File: src/rtl/twophase_pkg.sv
// Shared types and defaults for the two-phase bundled-data sender.
package twophase_pkg;

    typedef enum logic [1:0] {
        IDLE     = 2'd0,
        SETUP    = 2'd1,
        WAIT_ACK = 2'd2
    } state_e;

    localparam int DEF_WIDTH       = 8;
    localparam int DEF_SETUP_CYC   = 2;
    localparam int DEF_SYNC_STAGES = 2;

    function automatic int ptr_width(input int depth);
        return (depth > 1) ? $clog2(depth) : 1;
    endfunction

endpackage

File: src/rtl/twophase_sync.sv
// Flop-chain synchroniser for an asynchronous single-bit input, reset to 0.
module twophase_sync #(
    parameter int STAGES = 2
) (
    input  logic clk,
    input  logic rst,
    input  logic d,
    output logic q
);

    logic [STAGES-1:0] sync_q;
    logic [STAGES-1:0] sync_d;

    always_comb begin
        sync_d = {sync_q[STAGES-2:0], d};
    end

    always_ff @(posedge clk) begin
        if (rst) begin
            sync_q <= '0;
        end else begin
            sync_q <= sync_d;
        end
    end

    assign q = sync_q[STAGES-1];

endmodule

File: src/rtl/twophase_sender.sv
// Two-phase bundled-data transmitter with an input FIFO and synchronised ack.
// Optional WAIT_ACK timeout flag: define TWOPHASE_SENDER_TIMEOUT_EN.
//
// state    | meaning
// IDLE     | nothing in flight; pops the FIFO head once req matches ack_s
// SETUP    | data_out held, counting down before the req toggle
// WAIT_ACK | req toggled, waiting for ack_s to match req
module twophase_sender
    import twophase_pkg::*;
#(
    parameter int WIDTH       = DEF_WIDTH,
    parameter int DEPTH       = 2,
    parameter int SETUP_CYC   = DEF_SETUP_CYC,
    parameter int SYNC_STAGES = DEF_SYNC_STAGES,
    parameter int TIMEOUT_CYC = 255
) (
    input  logic             clk,
    input  logic             rst,
    input  logic             in_valid,
    output logic             in_ready,
    input  logic [WIDTH-1:0] in_data,
    output logic             req,
    output logic [WIDTH-1:0] data_out,
    input  logic             ack,
    output logic             busy
`ifdef TWOPHASE_SENDER_TIMEOUT_EN
   ,output logic             timeout
`endif
);

    localparam int PW = ptr_width(DEPTH);
    localparam int CW = (SETUP_CYC > 1) ? $clog2(SETUP_CYC) : 1;
    localparam logic [CW-1:0] CNT_LOAD = CW'(SETUP_CYC - 1);
    localparam logic [PW:0]   FULL_CNT = (PW+1)'(DEPTH);

    logic [WIDTH-1:0] mem_q [DEPTH];
    logic [PW-1:0]    wr_ptr_q, wr_ptr_d;
    logic [PW-1:0]    rd_ptr_q, rd_ptr_d;
    logic [PW:0]      count_q, count_d;
    logic             full_q, full_d;
    state_e           state_q, state_d;
    logic [CW-1:0]    cnt_q, cnt_d;
    logic             req_q, req_d;
    logic [WIDTH-1:0] data_q, data_d;
    logic             ack_s;
    logic             pending;
    logic             push;
    logic             pop;
    logic             empty;

    twophase_sync #(.STAGES(SYNC_STAGES)) u_ack_sync (
        .clk (clk),
        .rst (rst),
        .d   (ack),
        .q   (ack_s)
    );

    assign pending = req_q ^ ack_s;
    assign empty   = (count_q == '0);
    // in_ready looks only at the registered flag, so a pop never frees a slot early
    assign push    = in_valid & ~full_q;

    always_comb begin
        state_d = state_q;
        cnt_d   = cnt_q;
        req_d   = req_q;
        data_d  = data_q;
        pop     = 1'b0;
        case (state_q)
            IDLE: begin
                if (!empty && !pending) begin
                    pop     = 1'b1;
                    data_d  = mem_q[rd_ptr_q];
                    cnt_d   = CNT_LOAD;
                    state_d = SETUP;
                end
            end
            SETUP: begin
                if (cnt_q == '0) begin
                    req_d   = ~req_q;
                    state_d = WAIT_ACK;
                end else begin
                    cnt_d = cnt_q - CW'(1);
                end
            end
            WAIT_ACK: begin
                if (!pending) begin
                    if (!empty) begin
                        pop     = 1'b1;
                        data_d  = mem_q[rd_ptr_q];
                        cnt_d   = CNT_LOAD;
                        state_d = SETUP;
                    end else begin
                        state_d = IDLE;
                    end
                end
            end
            default: state_d = IDLE;
        endcase
    end

    always_comb begin
        wr_ptr_d = wr_ptr_q + PW'(push);
        rd_ptr_d = rd_ptr_q + PW'(pop);
        count_d  = count_q + (PW+1)'(push) - (PW+1)'(pop);
        full_d   = (count_d == FULL_CNT);
    end

    always_ff @(posedge clk) begin
        if (push) begin
            mem_q[wr_ptr_q] <= in_data;
        end
    end

    always_ff @(posedge clk) begin
        if (rst) begin
            wr_ptr_q <= '0;
            rd_ptr_q <= '0;
            count_q  <= '0;
            full_q   <= 1'b0;
            state_q  <= IDLE;
            cnt_q    <= '0;
            req_q    <= 1'b0;
            data_q   <= '0;
        end else begin
            wr_ptr_q <= wr_ptr_d;
            rd_ptr_q <= rd_ptr_d;
            count_q  <= count_d;
            full_q   <= full_d;
            state_q  <= state_d;
            cnt_q    <= cnt_d;
            req_q    <= req_d;
            data_q   <= data_d;
        end
    end

`ifdef TWOPHASE_SENDER_TIMEOUT_EN
    localparam int TW = $clog2(TIMEOUT_CYC + 1);
    localparam logic [TW-1:0] T_LIMIT = TW'(TIMEOUT_CYC);

    logic [TW-1:0] tcnt_q, tcnt_d;
    logic          timeout_q, timeout_d;

    always_comb begin
        tcnt_d    = tcnt_q;
        timeout_d = timeout_q;
        if (state_d == WAIT_ACK && state_q != WAIT_ACK) begin
            tcnt_d = '0;
        end else if (state_q == WAIT_ACK && tcnt_q != T_LIMIT) begin
            tcnt_d = tcnt_q + TW'(1);
        end
        if (state_q == WAIT_ACK && tcnt_d == T_LIMIT) begin
            timeout_d = 1'b1;
        end
    end

    always_ff @(posedge clk) begin
        if (rst) begin
            tcnt_q    <= '0;
            timeout_q <= 1'b0;
        end else begin
            tcnt_q    <= tcnt_d;
            timeout_q <= timeout_d;
        end
    end

    assign timeout = timeout_q;
`else
    localparam int unused_timeout_cyc = TIMEOUT_CYC;
`endif

    assign in_ready = ~full_q;
    assign req      = req_q;
    assign data_out = data_q;
    assign busy     = (state_q != IDLE) | ~empty;

endmodule

File: config.mk
export PLATFORM = sky130hd
export DESIGN_NAME = twophase_sender
export DESIGN_NICKNAME = d
export VERILOG_FILES = /design/src/rtl/twophase_pkg.sv /design/src/rtl/twophase_sync.sv /design/src/rtl/twophase_sender.sv
export SDC_FILE = /design/constraint.sdc
export NUM_CORES = 1
export LEC_CHECK = 0
export BUFFER_PORTS_ARGS = -buffer_cell sky130_fd_sc_hd__buf_2
export CAP_MARGIN = 20
export CELL_PAD_IN_SITES_DETAIL_PLACEMENT = 1
export CELL_PAD_IN_SITES_GLOBAL_PLACEMENT = 2
export CORE_MARGIN = 2
export CORE_UTILIZATION = 30
export CTS_CLUSTER_DIAMETER = 80
export DETAILED_ROUTE_END_ITERATION = 16
export PLACE_DENSITY = 0.65
export SKIP_CTS_REPAIR_TIMING = 1
export SYNTH_ARGS = -nofsm -noshare
export SYNTH_HDL_FRONTEND = slang
export SYNTH_SLANG_ARGS = --single-unit
File: constraint.sdc
create_clock -name clk -period 5 [get_ports clk]
set_clock_uncertainty 0.15 [all_clocks]
set_input_delay 1 -clock clk [delete_from_list [all_inputs] [get_ports clk]]
set_output_delay 1 -clock clk [all_outputs]
set_load 0.1 [all_outputs]
==> impl_metrics.csv, run 1 <==
group,metric,value,unit
yosys,ys_async_sr_fraction,0,%
critical_path,path_depth,2,
yosys,synth_top_area_share,35.23,%
routing,firstDrtPassIters,3,
floorplanning,dieArea,0.005102,sq mm
critical_path,path_cells,"or4_1 > buf_2",
placement,placed_cells,170,
min_path,hold_path_class,"reg2reg",
critical_path,cp-end-kind,"output pin",
floorplanning,core,0.004354,sq mm
timing,tightest_slew,0.5398,ns
yosys,yosys.area.top_type,"edfxtp_1",
clocking,root_buffer,"clkbuf_8",
timing,rsz0062_at_grt,"no",
clocking,clock_latency,0.28,ns
yosys,postSynthAreaPerCell,13.64,sq um
timing,hold_viol_final,0,
routing,ant_nets,0,
timing,relSlewSlack,63.97,%
critical_path,critPathKind,"reg2out",
min_path,hold_depth,1,
clocking,cts_inserted_buffers,5,
clocking,cts_tree,"done",
global_routing,grt_util_met2,18.31,%
timing,tns,0,ns
timing,setup_violations,0,
global_routing,busiest_layer,"met2",
critical_path,cp.buffers_inverters,1,
global_routing,grt_use_total,11.54,%
timing,fin_crit_sh,51.90,%
layout,multi_input_area,465.4,sq um
clocking,cts_sinks,35,
job,cap_violations,0,
critical_path,cp.arrival,1.45,ns
global_routing,antenna_found_initial,0,
timing,min_period,2.595,ns
yosys,synth_cell_types,27,
global_routing,grt_max_degree,20,
layout,drive_gt1_share,32.54,%
layout,fillers,462,
global_routing,use_met3,4.923,%
placement,io_buffers,22,
layout,seqCellArea,860.8,sq um
critical_path,rr_worst_depth,8,
critical_path,cp_top_family,"simple AND/OR/NAND/NOR gates",
yosys,syn_area,0.001364,sq mm
floorplanning,die_y,71.43,um
global_routing,overflow,0,
routing,wirelength,2.508,mm
yosys,yosys_most_used_dff,"dfxtp_1",
clocking,htreeDepth,2,
routing,wl_per_cell,14.09,um
placement,gp_congestion,0.6994,
yosys,synthTopCellsByArea,"edfxtp_1 (35%), dfxtp_1 (28%), a211oi_2 (7.3%)",
clocking,path_clk_slew,0.07,ns
layout,n_antenna_cell,0,
global_routing,met1_usage,12.85,%
critical_path,critPathSlowestCell,"or4_1",
yosys,seq_area_frac_synth,63.12,%
layout,area_growth,18.81,%
routing,initialDrtViolationCount,20,
yosys,synth-seq-cells,35,
critical_path,critical_path_peak_fanout,4,
global_routing,grt_pass1_vias,846,
timing,max_freq,0.3853,GHz
critical_path,slowest_delay,0.52,ns
routing,drc_errors,0,
routing,vias,828,
floorplanning,ios,23,
clocking,clockBufferDepth,2,
critical_path,crit_path_start_kind,"flop",
yosys,netlist_instances,100,
floorplanning,rows,24,
timing,finalMaxSlewViolations,0,
critical_path,worst_ep_required_time,3.85,ns
floorplanning,die_x,71.43,um
yosys,synth_edf_count,16,
run_status,outcome,"finished, final reports clean",
layout,final_cells,178,
layout,nNetsFinal,141,
placement,dpl.hpwl,1.738,mm
yosys,yosys_warnings,0,
yosys,syn_nets,116,
timing,whs,0.3207,ns
routing,via_per_inst,4.652,
global_routing,grt_pass1_wl,4.181,mm
floorplanning,initial_core_util,31.32,%
==> cell usage after synthesis (2+ instances only) <==
cell type,n
dfxtp_1,19
edfxtp_1,16
a21oi_1,10
a211oi_2,8
mux2i_1,8
inv_1,5
nor2_1,5
ha_1,4
nor2b_1,4
buf_2,2
nor3_1,2
xnor2_1,2
==> worst reg2reg max path: stages (launching register included) <==
cell	delay, ns
dfxtp_1	0.47
xor2_2	0.18
nor2_4	0.32
ha_1	0.29
inv_1	0.05
ha_1	0.14
xor2_1	0.18
xnor2_1	0.17
nor3_1	0.07
==> cell type report <==
| cell class | count | share of cell area, % |
|---|---|---|
| repair buffers | 22 | 6.795 |
| multi-input cells | 56 | 28.73 |
| well taps | 52 | 4.015 |
| inverters | 5 | 1.158 |
| clock buffers | 8 | 6.178 |
| flip-flops and latches | 35 | 53.13 |
==> logic make-up after synthesis <==
kind of cell	share of synthesized area [%]
mux	5.872
fa+ha+maj	3.670
simple gates	6.606
xor+xnor	4.313
buf+inv	2.752
flops	63.12
compound gates	13.67
==> layout by cell type (no fill, tap or decap), drive strengths merged, types with 3 or more instances in the layout <==
cell    instances
a211oi          8
a21oi          10
buf            22
clkbuf          8
dfxtp          19
edfxtp         16
ha              4
inv             5
mux2i           8
nor2            6
nor2b           4
xnor2           3
==> per-stage QoR <==
stage	area, sq um	setup slack (ns)	util (%)
floorplan	1364	2.291	-
global placement	1520	2.731	34.91
detailed placement	1520	2.667	34.91
CTS	1620	2.391	37.21
global route	1620	2.341	37.21
finish	1620	2.405	37.21
==> sequential cells by signal (all words and copies together) (netlist names) <==
register           flops
rd_ptr_q               1
wr_ptr_q               1
state_q                2
u_ack_sync.sync_q      2
full_q                 1
req                    1
data_out               8
cnt_q                  1
mem_q                 16
count_q                2
==> path summary, 6_finish.rpt <==
| check | start | slack [ns] | endpoint |
|---|---|---|---|
| max | state_q[1]$_SDFFE_PP0P_ | 2.40 | busy |
| min | u_ack_sync.sync_q[0]$_SDFF_PP0_ | 0.32 | u_ack_sync.sync_q[1]$_SDFF_PP0_ |
| max reg2reg | req$_SDFFE_PP0P_ | 2.85 | full_q$_SDFF_PP0_ |
| min reg2reg | u_ack_sync.sync_q[0]$_SDFF_PP0_ | 0.32 | u_ack_sync.sync_q[1]$_SDFF_PP0_ |
==> metal layers <==
metal | wire (um) | part of all wire [%] | up-vias
li1 | - | - | 407
met1 | 1062 | 42 | 397
met2 | 1249 | 50 | 17
met3 | 131 | 5.2 | 7
met4 | 64 | 2.6 | 0
met5 | 0 | 0 | -
Power of run 1 is left out: the tool's default activity adds up to more than one toggle a clock period on the data nets, which glitch-free logic cannot reach.
==> run 2, diff against run 1 <==
==> constraint.sdc (replaced) <==
create_clock -name clk -period 2.5 [get_ports clk]
set_clock_uncertainty 0.15 [all_clocks]
set_input_delay 0.5 -clock clk [delete_from_list [all_inputs] [get_ports clk]]
set_output_delay 0.5 -clock clk [all_outputs]
set_load 0.1 [all_outputs]
==> impl_metrics.csv, run 2 (same netlist as run 1, synthesis figures left out) <==
group,metric,value,unit
run_status,outcome,"finished, final reports clean",
critical_path,critical_path_peak_fanout,9,
layout,drive_gt1_share,32.54,%
timing,fin_crit_sh,84.33,%
clocking,clock_latency,0.28,ns
floorplanning,dieArea,0.005102,sq mm
clocking,cts_tree,"done",
floorplanning,die_x,71.43,um
global_routing,antenna_found_initial,0,
routing,wirelength,2.534,mm
timing,finalMaxSlewViolations,0,
timing,setup_violations,0,
clocking,clockBufferDepth,2,
job,cap_violations,0,
routing,ant_nets,0,
global_routing,overflow,0,
layout,nNetsFinal,141,
layout,n_antenna_cell,0,
routing,via_per_inst,4.556,
floorplanning,initial_core_util,31.32,%
timing,max_freq,0.4743,GHz
routing,firstDrtPassIters,3,
layout,area_growth,17.52,%
timing,rsz0062_at_grt,"no",
floorplanning,die_y,71.43,um
layout,most-common-layout-cells,"buf_2 (22), dfxtp_1 (18), edfxtp_1 (16), a21oi_1 (10)",
critical_path,worst_ep_required_time,2.50,ns
global_routing,grt_use_total,11.12,%
timing,relSlewSlack,64.03,%
clocking,cts_inserted_buffers,5,
clocking,root_buffer,"clkbuf_8",
floorplanning,core,0.004354,sq mm
routing,wl_per_cell,14.24,um
layout,final_common_cell,"buf_2",
critical_path,critPathKind,"reg2reg",
placement,gp_congestion,0.6616,
critical_path,crit_path_start_kind,"flop",
clocking,cts_sinks,35,
routing,initialDrtViolationCount,21,
clocking,path_clk_slew,0.07,ns
timing,min_period,2.108,ns
global_routing,grt_pass1_wl,4.133,mm
critical_path,cp-end-kind,"flop",
placement,dpl.hpwl,1.764,mm
layout,largest_reg_flops,16,
clocking,htreeDepth,2,
timing,hold_viol_final,0,
timing,tightest_slew,0.5369,ns
floorplanning,rows,24,
routing,vias,811,
min_path,hold_path_class,"in2reg",
routing,drc_errors,0,
global_routing,grt_max_degree,20,
critical_path,cp.arrival,2.11,ns
layout,regMostFlops,"mem_q",
floorplanning,ios,23,
global_routing,grt_pass1_vias,875,
placement,io_buffers,22,
timing,tns,0,ns
[run 2: changes by cell type in the layout (fill, tap and decap cells not counted)]
cell,before,now
dfxtp_2,0,1
clkbuf_8,7,5
dfxtp_1,19,18
clkinv_2,0,1
clkbuf_1,1,2
[run 2: path summary, 6_finish.rpt]
path / to / startpoint / slack (ns) / depth (start not counted)
setup / recovery: full_q$_SDFF_PP0_ / req$_SDFFE_PP0P_ / 0.39 / 8
hold / removal: mem_q[0][7]$_DFFE_PP_ / in_data[7] / 0.25 / 1
setup reg to reg: full_q$_SDFF_PP0_ / req$_SDFFE_PP0P_ / 0.39 / 8
hold reg to reg: u_ack_sync.sync_q[1]$_SDFF_PP0_ / u_ack_sync.sync_q[0]$_SDFF_PP0_ / 0.31 / 1
[run 2: through the flow]
stage / hold slack (ns) / util, % / worst slack (ns) / cells / instance area [sq um]
3_3_place_gp: 0.3030 / 34.94 / 0.4802 / 170 / 1521
2_1_floorplan: 0.2638 / - / 0.1996 / 100 / 1365
5_1_grt: 0.2440 / 36.81 / 0.1943 / 178 / 1603
4_1_cts: 0.2447 / 36.81 / 0.3512 / 178 / 1603
6_report: 0.2542 / 36.81 / 0.3918 / 178 / 1603
3_5_place_dp: 0.3012 / 34.94 / 0.4087 / 170 / 1521
[run 2: area by class of cell]
| type | instances | area, sq um |
|---|---|---|
| fillers | 463 | 2751 |
| flip-flops and latches | 35 | 862.1 |
| multi-input cells | 56 | 465.4 |
| repair buffers | 22 | 110.1 |
| clock buffers | 7 | 76.32 |
| well taps | 52 | 65.06 |
| inverters | 5 | 18.77 |
| clock inverters | 1 | 5.005 |
[run 2: routing by layer]
| metal | global-route usage (%) | part of all wire (%) |
|---|---|---|
| met1 | 12.57 | 42 |
| met2 | 18.93 | 52 |
| met4 | 4.403 | 1.1 |
| met5 | 0 | 0 |
| met3 | 4.219 | 4.2 |
[run 2: worst max-delay path, cell delays in order (launching register included)]
cell and delay (ns):
dfxtp_2 0.36, xor2_2 0.21, nor2_4 0.31, ha_1 0.29, inv_1 0.06, ha_1 0.16
xor2_1 0.20, xnor2_1 0.17, nor3_1 0.06
Power of run 2 is left out for the same reason.
